<file path="config.mk">
export PLATFORM = sky130hd
export DESIGN_NAME = column_scheduler
export DESIGN_NICKNAME = d
export VERILOG_FILES = /design/src/rtl/flippy_pkg.sv /design/src/rtl/step_divider.sv /design/src/rtl/column_scheduler.sv
export SDC_FILE = /design/constraint.sdc
export NUM_CORES = 1
export LEC_CHECK = 0
export ABC_AREA = 1
export CAP_MARGIN = 5
export CELL_PAD_IN_SITES_DETAIL_PLACEMENT = 0
export CELL_PAD_IN_SITES_GLOBAL_PLACEMENT = 1
export CORE_UTILIZATION = 28
export CTS_BUF_LIST = sky130_fd_sc_hd__clkbuf_8
export DETAILED_ROUTE_END_ITERATION = 12
export PLACE_DENSITY = 0.6
export SLEW_MARGIN = 20
export SYNTH_ARGS = -nofsm -noshare
export SYNTH_HDL_FRONTEND = slang
export SYNTH_SLANG_ARGS = --single-unit
</file>
<file path="constraint.sdc">
create_clock -name clock -period 4.3 [get_ports clock]
set_clock_uncertainty 0.1 [all_clocks]
set_input_delay 1.29 -clock clock [delete_from_list [all_inputs] [get_ports clock]]
set_output_delay 1.29 -clock clock [all_outputs]
set_load 0.005 [all_outputs]
</file>
<file path="src/rtl/flippy_pkg.sv">
// rtl/flippy_pkg.sv - shared constants and state encoding for the Flippy Bit column scheduler
package flippy_pkg;

  localparam int NUM_COLS = 3;
  localparam int LEVEL_W  = 4;
  localparam logic [LEVEL_W-1:0] MAX_LEVEL = 4'd15;

  typedef enum logic [1:0] {
    ST_IDLE  = 2'd0,
    ST_SPAWN = 2'd1,
    ST_RUN   = 2'd2,
    ST_OVER  = 2'd3
  } sched_state_e;

endpackage

</file>
<file path="src/rtl/step_divider.sv">
// rtl/step_divider.sv - shared fall-step time base with level-driven, clamped period
// The period is relatched only on clear or at a step, so a level change never cuts a period short.
import flippy_pkg::*;

module step_divider #(
  parameter int DIV_W          = 26,
  parameter int TICK_DIV_START = 25000000,
  parameter int TICK_DIV_MIN   = 5000000,
  parameter int TICK_DIV_STEP  = 1250000
) (
  input  logic               clock,
  input  logic               reset,
  input  logic               clear_i,
  input  logic               enable_i,
  input  logic [LEVEL_W-1:0] level_i,
  output logic               step_tick_o
);

  localparam int PROD_W = DIV_W + LEVEL_W;
  localparam logic [PROD_W-1:0] START_W = PROD_W'(TICK_DIV_START);
  localparam logic [PROD_W-1:0] MIN_W   = PROD_W'(TICK_DIV_MIN);
  localparam logic [PROD_W-1:0] STEP_W  = PROD_W'(TICK_DIV_STEP);

  logic [DIV_W-1:0]  cnt_q, cnt_d;
  logic [DIV_W-1:0]  div_q, div_d;
  logic [DIV_W-1:0]  div_calc;
  logic [PROD_W-1:0] cut;
  logic [PROD_W-1:0] remain;

  // Saturating subtract, then floor at the minimum period.
  always_comb begin
    cut      = PROD_W'(level_i) * STEP_W;
    remain   = (START_W > cut) ? (START_W - cut) : '0;
    div_calc = (remain > MIN_W) ? DIV_W'(remain) : DIV_W'(TICK_DIV_MIN);
  end

  assign step_tick_o = enable_i && (cnt_q == (div_q - DIV_W'(1)));

  always_comb begin
    cnt_d = cnt_q;
    div_d = div_q;
    if (clear_i || step_tick_o) begin
      cnt_d = '0;
      div_d = div_calc;
    end else if (enable_i) begin
      cnt_d = cnt_q + DIV_W'(1);
    end
  end

  always_ff @(posedge clock or posedge reset) begin
    if (reset) begin
      cnt_q <= '0;
      div_q <= DIV_W'(TICK_DIV_START);
    end else begin
      cnt_q <= cnt_d;
      div_q <= div_d;
    end
  end

endmodule

</file>
<file path="src/rtl/column_scheduler.sv">
// rtl/column_scheduler.sv - staggered spawn, score-driven fall steps, respawn and game-over freeze
// Optional stall input enabled by COLUMN_SCHED_PAUSE_EN.
import flippy_pkg::*;

module column_scheduler #(
  parameter int NUM_COLS       = flippy_pkg::NUM_COLS,
  parameter int DIV_W          = 26,
  parameter int TICK_DIV_START = 25000000,
  parameter int TICK_DIV_MIN   = 5000000,
  parameter int TICK_DIV_STEP  = 1250000,
  parameter int SPAWN_GAP      = 4,
  parameter int LEVEL_SHIFT    = 3
) (
  input  logic                clock,
  input  logic                reset,
  input  logic                start,
  input  logic [7:0]          score,
  input  logic [NUM_COLS-1:0] game_over,
  input  logic [NUM_COLS-1:0] correct,
`ifdef COLUMN_SCHED_PAUSE_EN
  input  logic                pause,
`endif
  output logic [NUM_COLS-1:0] col_reset,
  output logic [NUM_COLS-1:0] fall_tick,
  output logic [LEVEL_W-1:0]  level,
  output logic [1:0]          state_out
);

  localparam int SPAWN_W = 8;

  sched_state_e        state_q, state_d;
  logic [NUM_COLS-1:0] released_q, released_d;
  logic [NUM_COLS-1:0] col_reset_q, col_reset_d;
  logic [NUM_COLS-1:0] fall_tick_q, fall_tick_d;
  logic [LEVEL_W-1:0]  level_q, level_d;
  logic [SPAWN_W-1:0]  spawn_q, spawn_d;
  logic [NUM_COLS-1:0] respawn;
  logic [7:0]          score_lvl;
  logic                div_clear;
  logic                div_en;
  logic                step_tick;
  logic                pause_w;

`ifdef COLUMN_SCHED_PAUSE_EN
  assign pause_w = pause;
`else
  assign pause_w = 1'b0;
`endif

  step_divider #(
    .DIV_W          (DIV_W),
    .TICK_DIV_START (TICK_DIV_START),
    .TICK_DIV_MIN   (TICK_DIV_MIN),
    .TICK_DIV_STEP  (TICK_DIV_STEP)
  ) u_step_divider (
    .clock       (clock),
    .reset       (reset),
    .clear_i     (div_clear),
    .enable_i    (div_en),
    .level_i     (level_q),
    .step_tick_o (step_tick)
  );

  always_comb begin
    score_lvl = score >> LEVEL_SHIFT;
    level_d   = (score_lvl > 8'(MAX_LEVEL)) ? MAX_LEVEL : score_lvl[LEVEL_W-1:0];
  end

  always_comb begin
    state_d     = state_q;
    released_d  = released_q;
    spawn_d     = spawn_q;
    respawn     = '0;
    fall_tick_d = '0;
    div_clear   = 1'b0;
    div_en      = 1'b0;
    case (state_q)
      ST_IDLE, ST_OVER: begin
        div_clear = (state_q == ST_IDLE) || start;
        if (start) begin
          state_d    = ST_SPAWN;
          released_d = NUM_COLS'(1);
          spawn_d    = '0;
        end
      end
      ST_SPAWN, ST_RUN: begin
        div_en = ~pause_w;
        if (|game_over) begin
          state_d    = ST_OVER;
          released_d = '0;
        end else begin
          // A respawn only applies to columns already falling.
          respawn     = correct & released_q;
          fall_tick_d = {NUM_COLS{step_tick}} & ~col_reset_q & ~respawn;
          if ((state_q == ST_SPAWN) && step_tick) begin
            spawn_d = spawn_q + SPAWN_W'(1);
            for (int k = 1; k < NUM_COLS; k++) begin
              if (spawn_d == SPAWN_W'(k * SPAWN_GAP)) released_d[k] = 1'b1;
            end
            if (&released_d) state_d = ST_RUN;
          end
        end
      end
      default: state_d = ST_IDLE;
    endcase
    col_reset_d = ~released_d | respawn;
  end

  always_ff @(posedge clock or posedge reset) begin
    if (reset) begin
      state_q     <= ST_IDLE;
      released_q  <= '0;
      col_reset_q <= '1;
      fall_tick_q <= '0;
      level_q     <= '0;
      spawn_q     <= '0;
    end else begin
      state_q     <= state_d;
      released_q  <= released_d;
      col_reset_q <= col_reset_d;
      fall_tick_q <= fall_tick_d;
      level_q     <= level_d;
      spawn_q     <= spawn_d;
    end
  end

  assign col_reset = col_reset_q;
  assign fall_tick = fall_tick_q;
  assign level     = level_q;
  assign state_out = state_q;

endmodule
</file>
==> metrics.txt <==
Crit path largest cell delay=0.48 ns; # port buffers=25; chip width=~150 microns; Vias=6,042; drt drc=0; syn_area_per_cell=approximately 6.8 sq um; drt total wl=18.0 mm; drt via density=4.52; worst r2r path cells=26; pin count of the biggest net entering global routing=32; vias in the first global route=5,950; Crit. End Element=flop; Seq/Total Area, Yosys=0.281; Layout Utilization=0.369; fin cells=1,337; All-Layer GR Usage=0.160; CTS tree=done; P_leak=3.86 nW; outcome=finished, final reports clean; Synth Flop Type=dfrtp_1; crit path DAT=4.28 ns; R2R Path Start=level[3]; Crit path buffers/inverters=5; Layout area overhead=27.6%; crit share post-route=0.949; Distinct cells, synth=47; Final nets=1,101; io pins=29; First-pass DRT Iterations=5; Peak VDD IR=0.000187 V; crit path time final=4.08 ns; Final Setup Violations=0; Antenna Cells=0; initial antenna violation count=0; f_max=around 0.25 GHz; Site Rows=54; number of synthesized flops with an enable pin=0; first-pass GRT wire length=30.2 mm; worst-margin pin slew=0.715 ns; Clk pin slew, worst setup/hold paths=0.08 ns; HPWL Detailed=roughly 14 mm; Initial Utilization=0.289; Pwr Total=3.62 mW; Routed Antenna Nets=0; pwr dens=between 400 and 500 nW/um^2; initial drt markers=290; Async SR Flop Fraction=1.00; HP Class=flop to flop; Num CTS Buffers=9; clock sink total=71; cell count after synthesis=roughly 940; maximum clock path buffer count=2; FF+latch count, synth=71; DP Cell Count=1,306; CTS HTree Levels=3; Worst Hold End=u_step_divider.div_q[20]; die outline height=153 microns; critical path fanouts, max=11; Skew-Pair Late Insertion Delay=about 0.37 ns; r2r setup slk=0.22 ns; Crit-path slowest cell=dfrtp_2; Rel. slew slack=0.519; max-slew violation count=0; r2r endpoint=u_step_divider.div_q[9]; die area=23,400 sq um; core area=22,100 sq um; layout cells sized above 1=0.252; Top Family by Delay on Critical Path=simple AND/OR/NAND/NOR gates; hold path start=u_step_divider.div_q[20]; WP depth=26; Ys Warns=0; CP Data Required Time=4.50 ns; type of origin of the critical path=flop; WHS Path Cells=2; total gr overflow=0; total nets after synthesis=slightly below 1,000; clk root buf=clkbuf_8; MaxCap Viol Count=0; GP Congestion=0.822; cell repeated most along the worst path=nand3_2; Synth Cell Area=approximately 6400 sq um; WL/cell=13.5 microns; final hold violations=0; critical path class=flop to flop
final cells by class:
cell class	instances	area [sq um]
clock inverter	6	67.6
timing repair buffer	115	980
clock buffer	10	138
tap	280	350
inverter	139	522
sequential	71	1800
fill	2349	14000
multi-input combinational	716	4290
routing by layer:
metal	up-vias	GRT usage	wire length (microns)	part of all wire
met1	2748	0.235	9780	0.54
met4	0	0.0317	133	0.0074
li1	3229	-	-	-
met3	9	0.0235	409	0.023
met2	56	0.246	7700	0.43
met5	-	0	0	0
flip-flops by register name, indices dropped and copies added, names as in the netlist:
register,count
state_out,2
spawn_q,8
released_q,3
level,4
u_step_divider.div_q,22
fall_tick,3
col_reset,3
u_step_divider.cnt_q,26
cells in the mapped netlist, types with 4 or more instances:
master,number,share of area
nand2_1,242,0.14
inv_1,129,0.076
nor2_1,111,0.065
nand3_1,80,0.063
dfrtp_1,56,0.22
xor2_1,45,0.062
ha_1,30,0.059
o21ai_0,21,0.016
nor3_1,20,0.016
nand3_2,17,0.027
xnor2_1,17,0.023
nand4_1,16,0.016
dfstp_2,15,0.062
nand2_2,14,0.014
nor2_2,12,0.012
or2_2,12,0.012
inv_2,10,0.0059
nand3b_1,9,0.011
a21oi_1,8,0.0063
nor4_1,7,0.0069
buf_2,6,0.0047
o22ai_1,6,0.0059
nor2_4,5,0.0088
o21ai_1,5,0.0039
o21ai_2,5,0.0069
nor3b_1,4,0.0047
o31ai_1,4,0.0047
how the worst max path moves through the flow:
stage,start,end,slack (ns)
3_5_place_dp,level[2],u_step_divider.div_q[21],-0.06
6_report,level[3],u_step_divider.div_q[9],0.22
5_1_grt,level[3],u_step_divider.div_q[9],-0.02
4_1_cts,level[2],u_step_divider.div_q[9],0.03
2_1_floorplan,level[2],u_step_divider.div_q[4],0.32
3_3_place_gp,level[1],u_step_divider.div_q[9],-0.05
what timing repair did:
| item | CTS | global route |
|---|---|---|
| gates resized for setup | 12 | 63 |
| pin swaps | 1 | 32 |
| endpoints found under the setup margin | 17 | 19 |
| endpoints found under the hold margin | 0 | 0 |
| gates cloned | 1 | 0 |
| buffers inserted | 4 | 10 |
| hold buffers | 0 | 0 |
per-stage QoR:
step	setup slack, ns	hold WS (ns)	instance area, sq um	TNS, ns
2_1_floorplan	0.322	0.367	6380	0
3_3_place_gp	-0.0513	0.387	7500	-0.599
3_5_place_dp	-0.0590	0.391	7500	-0.707
4_1_cts	0.0281	0.405	7820	0
5_1_grt	-0.0212	0.434	8140	-0.0996
6_report	0.221	0.404	8140	0
tightest hold or removal path, stage by stage (launching register included):
cell	delay [ns]
dfstp_2	0.40
nand2_1	0.06
nand2_1	0.05
cell usage in the layout (no fill, tap or decap), types with 10 or more instances in the layout:
master,instances
nand3_1,68
o21ai_0,21
nand4_1,16
clkbuf_8,10
xnor2_1,17
dfrtp_1,53
nor2_2,19
inv_1,125
ha_1,23
dfstp_2,15
nand3_2,27
xor2_1,44
nor3_1,19
clkdlybuf4s50_1,25
nand2_1,224
nand2_2,29
buf_4,85
or2_2,12
nor2_4,10
nor2_1,100
inv_2,14
where the power goes:
part	switching, mW	internal, mW	leakage, nW
clock network	0.284	0.286	0.0989
registers	0.131	0.834	0.897
logic	1.23	0.856	2.86
total	1.64	1.98	3.86
cells by family after synthesis:
group / share of synthesized area
simple gates: 0.413
xor+xnor: 0.0851
buf+inv: 0.0961
fa+ha+maj: 0.0651
compound gates: 0.0590
flops: 0.281
Note: power is estimated with default switching activity, not from simulation.
